File: config.mk
export PLATFORM = sky130hd
export DESIGN_NAME = twdl_seq_ctrl
export DESIGN_NICKNAME = d
export VERILOG_FILES = /design/src/rtl/twdl_pkg.sv /design/src/rtl/twdl_dly_line.sv /design/src/rtl/twdl_seq_ctrl.sv
export SDC_FILE = /design/constraint.sdc
export NUM_CORES = 1
export LEC_CHECK = 0
export BUFFER_PORTS_ARGS = -buffer_cell sky130_fd_sc_hd__buf_2
export CAP_MARGIN = 10
export CORE_AREA = 2 2 118 120
export DETAILED_ROUTE_END_ITERATION = 6
export DIE_AREA = 0 0 120 122
export SLEW_MARGIN = 30
export SYNTH_ARGS = -nofsm -noshare
export SYNTH_HDL_FRONTEND = slang
export SYNTH_SLANG_ARGS = --single-unit
File: constraint.sdc
create_clock -name clk -period 2 [get_ports clk]
set_input_delay 0.3 -clock clk [delete_from_list [all_inputs] [get_ports clk]]
set_output_delay 0.3 -clock clk [all_outputs]
set_load 0.02 [all_outputs]
File: src/rtl/twdl_pkg.sv
`default_nettype none
// ============================================================================
// Package : twdl_pkg
// Brief   : Stage table, FSM states and shared constants for the twiddle
//           sequencer of the 1200-point mixed-radix FFT.
// Rev     : 1.0
// ============================================================================
package twdl_pkg;

    localparam int FFT_LEN   = 1200;
    localparam int LAT       = 24;
    localparam int TBL_DEPTH = 5;

    typedef struct packed {
        logic [11:0] den;
        logic [11:0] period;
        logic [19:0] quot;
        logic [11:0] rem;
    } stage_cfg_t;

    // Radix order 4, 4, 5, 5, 3; quot/rem are floor(2^20/den) and 2^20 mod den.
    localparam stage_cfg_t STAGE_TBL [TBL_DEPTH] = '{
        '{den: 12'd1200, period: 12'd300, quot: 20'd873,    rem: 12'd976},
        '{den: 12'd300,  period: 12'd75,  quot: 20'd3495,   rem: 12'd76},
        '{den: 12'd75,   period: 12'd15,  quot: 20'd13981,  rem: 12'd1},
        '{den: 12'd15,   period: 12'd3,   quot: 20'd69905,  rem: 12'd1},
        '{den: 12'd3,    period: 12'd1,   quot: 20'd349525, rem: 12'd1}
    };

    typedef enum logic [1:0] {
        ST_IDLE  = 2'd0,
        ST_RUN   = 2'd1,
        ST_GAP   = 2'd2,
        ST_DRAIN = 2'd3
    } state_t;

endpackage
`default_nettype wire

File: src/rtl/twdl_dly_line.sv
`default_nettype none
// ============================================================================
// Module : twdl_dly_line
// Brief  : DEPTH-deep register delay of a WIDTH-bit word, synchronous clear.
// Rev    : 1.0
// ============================================================================
module twdl_dly_line #(
    parameter int WIDTH = 5,
    parameter int DEPTH = 24
) (
    input  logic             clk,
    input  logic             rst,
    input  logic [WIDTH-1:0] d_i,
    output logic [WIDTH-1:0] q_o
);

    logic [WIDTH-1:0] pipe_q [DEPTH];

    always_ff @(posedge clk) begin
        if (rst) begin
            for (int i = 0; i < DEPTH; i++) begin
                pipe_q[i] <= '0;
            end
        end else begin
            pipe_q[0] <= d_i;
            for (int i = 1; i < DEPTH; i++) begin
                pipe_q[i] <= pipe_q[i-1];
            end
        end
    end

    assign q_o = pipe_q[DEPTH-1];

endmodule
`default_nettype wire

File: src/rtl/twdl_seq_ctrl.sv
`default_nettype none
// ============================================================================
// Module : twdl_seq_ctrl
// Brief  : Steps the twiddle generator through all FFT stages and emits a
//          latency-matched valid/sop/stage strobe for its coefficient output.
// Rev    : 1.0
// ============================================================================
module twdl_seq_ctrl
    import twdl_pkg::*;
#(
    parameter int FFT_LEN  = twdl_pkg::FFT_LEN,
    parameter int N_STAGES = 5,
    parameter int GAP      = 4,
    parameter int LAT      = twdl_pkg::LAT
) (
    input  logic        clk,
    input  logic        rst,
    input  logic        start,
    output logic        busy,
    output logic        done,
    output logic        twdl_sop,
    output logic [11:0] numerator,
    output logic [11:0] demoninator,
    output logic [19:0] twdl_quotient,
    output logic [11:0] twdl_remainder,
    output logic        cfg_valid,
    output logic        coef_valid,
    output logic        coef_sop,
    output logic [2:0]  coef_stage
);

    localparam int          GW          = (GAP > 0) ? $clog2(GAP + 1) : 1;
    localparam logic [GW-1:0] GAP_LAST  = GW'((GAP > 0) ? GAP - 1 : 0);
    localparam logic [10:0] LAST_SAMPLE = 11'(FFT_LEN - 1);
    localparam logic [10:0] DRAIN_LAST  = 11'(LAT - 1);
    localparam logic [2:0]  LAST_STAGE  = 3'(N_STAGES - 1);

    state_t        state_q;
    logic [2:0]    stage_q;
    logic [2:0]    stage_d;
    logic [10:0]   sample_q;
    logic [GW-1:0] gap_q;
    logic          busy_q;
    logic          done_q;
    logic          twdl_sop_q;
    logic          cfg_valid_q;
    stage_cfg_t    cfg_q;
    logic [4:0]    dly_out;

    assign stage_d = stage_q + 3'd1;

    // The sample counter doubles as the drain timer once the last stage ends.
    always_ff @(posedge clk) begin
        if (rst) begin
            state_q     <= ST_IDLE;
            stage_q     <= '0;
            sample_q    <= '0;
            gap_q       <= '0;
            busy_q      <= 1'b0;
            done_q      <= 1'b0;
            twdl_sop_q  <= 1'b0;
            cfg_valid_q <= 1'b0;
            cfg_q       <= '0;
        end else begin
            done_q     <= 1'b0;
            twdl_sop_q <= 1'b0;
            case (state_q)
                ST_IDLE: begin
                    if (start && !done_q) begin
                        state_q     <= ST_RUN;
                        busy_q      <= 1'b1;
                        stage_q     <= '0;
                        sample_q    <= '0;
                        twdl_sop_q  <= 1'b1;
                        cfg_valid_q <= 1'b1;
                        cfg_q       <= STAGE_TBL[0];
                    end
                end
                ST_RUN: begin
                    if (sample_q == LAST_SAMPLE) begin
                        if (stage_q == LAST_STAGE) begin
                            state_q     <= ST_DRAIN;
                            sample_q    <= '0;
                            cfg_valid_q <= 1'b0;
                        end else if (GAP == 0) begin
                            stage_q    <= stage_d;
                            sample_q   <= '0;
                            twdl_sop_q <= 1'b1;
                            cfg_q      <= STAGE_TBL[stage_d];
                        end else begin
                            state_q     <= ST_GAP;
                            gap_q       <= '0;
                            cfg_valid_q <= 1'b0;
                        end
                    end else begin
                        sample_q <= sample_q + 11'd1;
                    end
                end
                ST_GAP: begin
                    if (gap_q == GAP_LAST) begin
                        state_q     <= ST_RUN;
                        stage_q     <= stage_d;
                        sample_q    <= '0;
                        twdl_sop_q  <= 1'b1;
                        cfg_valid_q <= 1'b1;
                        cfg_q       <= STAGE_TBL[stage_d];
                    end else begin
                        gap_q <= gap_q + GW'(1);
                    end
                end
                ST_DRAIN: begin
                    if (sample_q == DRAIN_LAST) begin
                        state_q <= ST_IDLE;
                        busy_q  <= 1'b0;
                        done_q  <= 1'b1;
                    end else begin
                        sample_q <= sample_q + 11'd1;
                    end
                end
                default: state_q <= ST_IDLE;
            endcase
        end
    end

    twdl_dly_line #(
        .WIDTH (5),
        .DEPTH (LAT)
    ) u_dly (
        .clk (clk),
        .rst (rst),
        .d_i ({cfg_valid_q, twdl_sop_q, stage_q}),
        .q_o (dly_out)
    );

    assign busy           = busy_q;
    assign done           = done_q;
    assign twdl_sop       = twdl_sop_q;
    assign cfg_valid      = cfg_valid_q;
    assign numerator      = cfg_q.period;
    assign demoninator    = cfg_q.den;
    assign twdl_quotient  = cfg_q.quot;
    assign twdl_remainder = cfg_q.rem;
    assign coef_valid     = dly_out[4];
    assign coef_sop       = dly_out[3];
    assign coef_stage     = dly_out[2:0];

endmodule
`default_nettype wire
Word-level counts from Yosys, hierarchy flattened
Memories as Yosys holds them, arrays and structs flattened.
Cells that the tools add are included.

operators by class
  add/sub/neg operators = 3
  mux-type cells = 61
  bitwise operators = 26
  reductions and logical operators = 14
  eq/ne operators = 15
  magnitude comparators = 1

operators with widths
  kind                                                                    count
  56-bit 2-to-1 mux                                                       4
  5-bit 2-to-1 mux                                                        24
  56-bit case mux with 2 select lines                                     1
  11-bit 2-to-1 mux                                                       5
  11-bit case mux with 4 select lines                                     1
  1-bit bitwise OR                                                        24
  4-bit AND reduction                                                     4
  3-bit 2-to-1 mux                                                        5
  2-bit != test, second input constant                                    7
  3-bit case mux with 2 select lines                                      2
  11-bit by 1-bit adder with 11-bit output, second input constant         1
  11-bit equality test, second input constant                             1
  11-bit by 5-bit equality test with 1-bit output, second input constant  1
  1-bit 2-to-1 mux                                                        11
  2-bit 2-to-1 mux                                                        4
  2-bit case mux with 4 select lines                                      1
  3-bit by 1-bit adder with 3-bit output, second input constant           2
  3-bit AND reduction                                                     2
  2-bit nonzero test                                                      3
  2-bit equality test, second input constant                              2
  4-bit >= comparator, second input constant                              1
  3-bit inverter with 4-bit output                                        1
  1-bit case mux with 2 select lines                                      2
  3-bit by 2-bit equality test with 1-bit output, second input constant   1
  other kinds (10)                                                        10

storage, ports and cells
  input bits = 3
  bits in read-only memories = 448
  logic and storage cells = 134
  RAM bits = 120
  memories kept = 2
  bits in registers = 79

memory list
  name             words  width  rd ports  clocked after memory_dff  write ports  RTL line              text
  (no name shown)  8      56     1         0                         0            twdl_seq_ctrl.sv:106  cfg_q <= STAGE_TBL[stage_d];
  u_dly.pipe_q     24     5      24        0                         24           twdl_dly_line.sv:17   logic [WIDTH-1:0] pipe_q [DEPTH];

Longest topological paths before layout
  word-level depth = 7
  gate-level depth with buffers = 8
  mapped depth without buffers = 7

Hierarchy
Synthesis repeated with hierarchy kept, for this count alone.

unflattened totals
  cell total of the unflattened synthesis = 501
  area, all modules = 5,452.7 µm²

by module, submodules not included
  module         times used  area each (µm²)  cells an instance
  twdl_dly_line  1           3,258.1          258
  twdl_seq_ctrl  1           2,194.6          243

Worst setup path after synthesis
No wires, ideal clock.

  path type = reg-to-reg
  from = register stage_q[0]
  to = register sample_q[3]
  cell stages (with the launch flop) = 8
  path buffers = 0
  slack = 0.238 ns
  data arrival time = 1.692 ns
  required time = 1.930 ns
  period minus slack after synthesis = 1.762 ns
  setup time = 0.070 ns
  path through = dfxtp_1 > inv_1 > ha_1 > nand2_1 > nor3b_1 > o21a_2 > or4_1 > a21oi_1

on the way
  cells in the longest elaborated chain, start to end = 3

ends and longest elaborated chain
  item                                  RTL line              text
  start, declared                       twdl_seq_ctrl.sv:39   logic [2:0] stage_q;
  start signal, assigned                twdl_seq_ctrl.sv:86   stage_q <= stage_d;
  start signal, assigned                twdl_seq_ctrl.sv:102  stage_q <= stage_d;
  3-bit equality test                   twdl_seq_ctrl.sv:81   if (stage_q == LAST_STAGE) begin
  3-bit != test (no source line)        n/a
  4-bit AND reduction (no source line)  n/a
  end signal, assigned                  twdl_seq_ctrl.sv:96   sample_q <= sample_q + 11'd1;
  end signal, assigned                  twdl_seq_ctrl.sv:117  sample_q <= sample_q + 11'd1;
  end, declared                         twdl_seq_ctrl.sv:41   logic [10:0] sample_q;

No other way between the ends.
A chain may end at the register's enable or synchronous reset.

Worst setup path in the final report
  from = register state_q[0]
  to = register sample_q[0]

on the way
  cells in the longest elaborated chain, start to end = 3

ends and longest elaborated chain
  item                                                                          RTL line             text
  start, declared                                                               twdl_seq_ctrl.sv:38  state_t state_q;
  start signal, assigned                                                        twdl_seq_ctrl.sv:55  state_q <= ST_IDLE;
  start signal, assigned                                                        twdl_seq_ctrl.sv:70  state_q <= ST_RUN;
  start signal, assigned                                                        twdl_seq_ctrl.sv:82  state_q <= ST_DRAIN;
  2-bit by 1-bit equality test with 1-bit output, or another cell as far along  twdl_seq_ctrl.sv:67  case (state_q)
  3-bit != test (no source line) / 2-bit != test (equally long branches)        n/a
  4-bit AND reduction (no source line)                                          n/a

Parallel ways exist; a longest one is shown, timed or not.

==> results.txt <==
* Most common flop cell mapped by yosys: dfxtp_1
* Kind of end point of the critical path: flop
- Summing the areas of all and, or, nand and nor instances in the mapped netlist gives 23.3% of the synthesized area.
- Maximum number of pins on one net before global-route repair: 81
- Counting cells, the worst reg-to-reg path comes to 5.
- In this run the deepest clock path goes through 2 buffers.
- Drc violations: 0
* H-tree levels: 4
- In this run the horizontal extent of the chip is 120 µm.
- After synthesis, the share of flip-flops with an asynchronous set or reset is 0%.
- Arrival time of the worst setup path: 2.19 ns
- Along the worst path, the maximum fanout reaches 11.
- Post-Syn Area: 5270 µm²
- Vias after detailed routing: 3,166
- Final #Nets: 541
- The floorplan step defined a die boundary enclosing 14,600 µm².
* PD cells: 1050 nW/µm²
- Multiplexer share of the synthesized area: 0%
- Leakage power: 0.00247 µW
- Largest family of logic cells by synthesized area: simple AND/OR/NAND/NOR gates
- Worst path max stage delay: 0.51 ns
- The number of max-slew violations in the final report came to 0.
* Hold Vio Cnt, Final: 0
- Once layout is done, the placed cells without fillers occupy 6020 µm².
- Sequential area share after synthesis: 60.4%
- The setup path with the least slack is of type reg2reg.
- For this run, the number of Yosys warnings is 0.
- #FFs+latches synth: 159
- Final Power: 6350 µW
* Clock slew seen by the registers of the worst setup and hold paths: 0.06 ns
- The number of hold buffers added after CTS was 0.
- The critical path crosses 5 cells after its start point.
- The number of global-route vias before repair is 2,977.
- At the end of routability-driven placement, the weighted congestion stood at 0.805.
- Setup total negative slack: 0 ns
* Number of antenna violations at the first check in global routing: 0
- TritonCTS clock tree: yes
- Counting distinct cell types in the post-synthesis netlist gives 39.
* Cell with the largest stage delay on the worst path: or4b_4
- Clock tree synthesis found a total of 159 sinks.
* Overall global routing resource usage: 12.0%
- Number of violations reported at the end of detailed-routing iteration 0: 151
* CP Cell Sequence: or4b_4, nor4_4, a311o_1, buf_4, a21oi_1
- A synthesized cell averages 10.5 µm².
- Synthesis handed over a netlist of 500 instances.
* Proportion of layout cells with a drive suffix above 1: 17.6%
* Global-route wire length before repair: 13.9 mm
- Max-cap violations in this run came to 0.
- Setup skew after layout: 0.00641 ns
- Crit path time final: 1.89 ns
- The core region is 13,500 µm².
- Number of nets still failing antenna checks after routing: 0
- Share of synthesized cell area in full adder, half adder and majority cells: 2.37%
* Die boundary height: 122 µm
* Number of placed I/O pins: 68
- For the worst setup path, the data required time is 2.30 ns.
* Per-cell via count in the routed design: 4.39
- Kind of start point of the critical path: flop
* WP buf/inv: 1
* Parity-gate share of the synthesized area counting xor and xnor cells: 0.831%
- In this run the post-CTS setup repair buffer count came out at 0.
* Number of inserted diodes: 0
- Among cell families on the critical path, the largest total delay comes from simple AND/OR/NAND/NOR gates.
- Total of cells resized after clock tree synthesis: 0
* Number of filler cells placed in the layout: 1,298
- Derived from the worst setup path, the maximum achievable clock frequency is 528 MHz.
- For this run, the detailed router's first-pass iteration total came to 4.
- Clock latency on the worst-skew pair, taken at its later pin, is 0.41 ns.
- Effective utilization at floorplan: 39.0%
- Root cell of the clock tree: clkbuf_16
- The final layout contains routed wiring with a total length of 8.04 mm.
- Setup violations remaining at the end of the flow were counted as 0.
- The worst-case IR drop observed on VDD is 0.730 mV.
* Most area-consuming cells after synthesis: dfxtp_1 60%, nor2b_1 14%, buf_4 6.4%
* Compound-cell area share of the yosys netlist: 4.68%
- Most numerous cell types in the synthesized netlist: 159 x dfxtp_1, 118 x nor2b_1, 45 x buf_4
- Sum of net half-perimeters after detailed placement: 4.99 mm
- Dividing the final minimum period by the clock period gives 94.6%.
- Standard-cell rows: 43
- Number of I/O port buffers: 53
- Top-area cell type share of the netlist area: 60.4%
* Unrepaired setup endpoints after global routing: false
* Post-synth EDFFs: 0
- Area of placed instances: 5460 µm²
- Leading cell type by number of instances after synthesis: dfxtp_1
- Area grow syn2layout: 14.3%
* Per-cell routed wire length: 11.1 µm
* Number of clock buffers inserted by TritonCTS: 17
- The worst hold path belongs to the class in2reg.
* Post-synthesis cell type with the largest combined area: dfxtp_1
- Result of the run: finished clean
- Cells on Worst Hold Path: 2
- Summed over all layers, the global routing overflow is 0.
final cells by class:
cell class / instances / area [µm²] / area share (%)
Multi-Input combinational cell: 284 / 1710 / 28.3
Timing Repair Buffer: 60 / 333 / 5.52
Tap cell: 180 / 225 / 3.74
Clock inverter: 11 / 82.6 / 1.37
Sequential cell: 159 / 3180 / 52.8
Inverter: 6 / 22.5 / 0.374
Clock buffer: 21 / 470 / 7.81
per-stage QoR:
stage	hold slack, ns	cells	utilization (%)	setup slack [ns]
final	0.271	721	44.6	0.108
after global placement	0.416	688	40.4	0.169
after global routing	0.284	721	44.6	0.00257
after CTS	0.256	720	44.5	0.0944
after detailed placement	0.423	688	40.4	0.129
after floorplan	0.414	513	-	0.238
routing by layer:
| metal | share of wire, % | routed length, µm | track usage [%] | up-vias |
|---|---|---|---|---|
| met4 | 1.7 | 140 | 5.74 | 0 |
| li1 | - | - | - | 1606 |
| met5 | 0 | 0 | 0 | - |
| met2 | 45 | 3650 | 18.8 | 64 |
| met3 | 4.5 | 360 | 4.26 | 11 |
| met1 | 48 | 3880 | 14.8 | 1485 |
placed cells by master, fill, tap and decap left out, types with 2 or more instances in the layout:
cell type / netlist / final
nand2b_1: 2 / 2
nand2_1: 17 / 17
buf_4: 45 / 7
or4_1: 2 / 2
o211ai_1: 2 / 2
clkbuf_16: 0 / 17
nand3_1: 7 / 7
nor4_1: 2 / 2
clkinv_2: 0 / 3
a22oi_1: 3 / 3
buf_2: 4 / 52
dfxtp_1: 159 / 159
clkinvlp_4: 0 / 2
nor2b_1: 118 / 118
conb_1: 1 / 14
a211oi_1: 2 / 2
o31ai_1: 2 / 2
nor2_1: 36 / 36
ha_1: 10 / 10
clkbuf_8: 0 / 3
inv_6: 0 / 2
xnor2_1: 4 / 4
nor3b_1: 5 / 4
o21ai_1: 7 / 7
or4b_1: 2 / 2
nor3_1: 8 / 8
or3_1: 5 / 5
clkinv_4: 0 / 4
inv_1: 6 / 6
nand3b_1: 2 / 2
nand4_1: 3 / 3
a21oi_1: 19 / 19
worst paths after layout:
path                             from             endpoint  slack (ns)
hold reg to reg   u_dly.pipe_q[0][37]  u_dly.pipe_q[0][42]        0.43
hold / removal                    rst   u_dly.pipe_q[0][0]        0.27
setup reg to reg           state_q[0]          sample_q[0]        0.11
setup / recovery           state_q[0]          sample_q[0]        0.11
flip-flops by register name (all words and copies together), names as in the netlist, 2 cells and up:
signal and cells:
twdl_quotient 7, gap_q 3, numerator 3, u_dly.pipe_q 120, sample_q 11, stage_q 2, state_q 2, demoninator 7
cells by family after synthesis:
kind of cell	after synthesis
buffers and inverters	71
DFF	159
other	1
adders and majority gates	10
AOI/OAI and AO/OA	41
and+or+nand+nor	213
xor gates and xnor gates	5
power breakdown:
part | total, µW | switching, µW | leakage, µW | internal, µW
clock network | 2920 | 1220 | 0.000270 | 1690
registers | 3210 | 18.2 | 0.00128 | 3190
logic | 220 | 160 | 0.000914 | 59.3
Note: power is estimated with default switching activity, not from simulation.
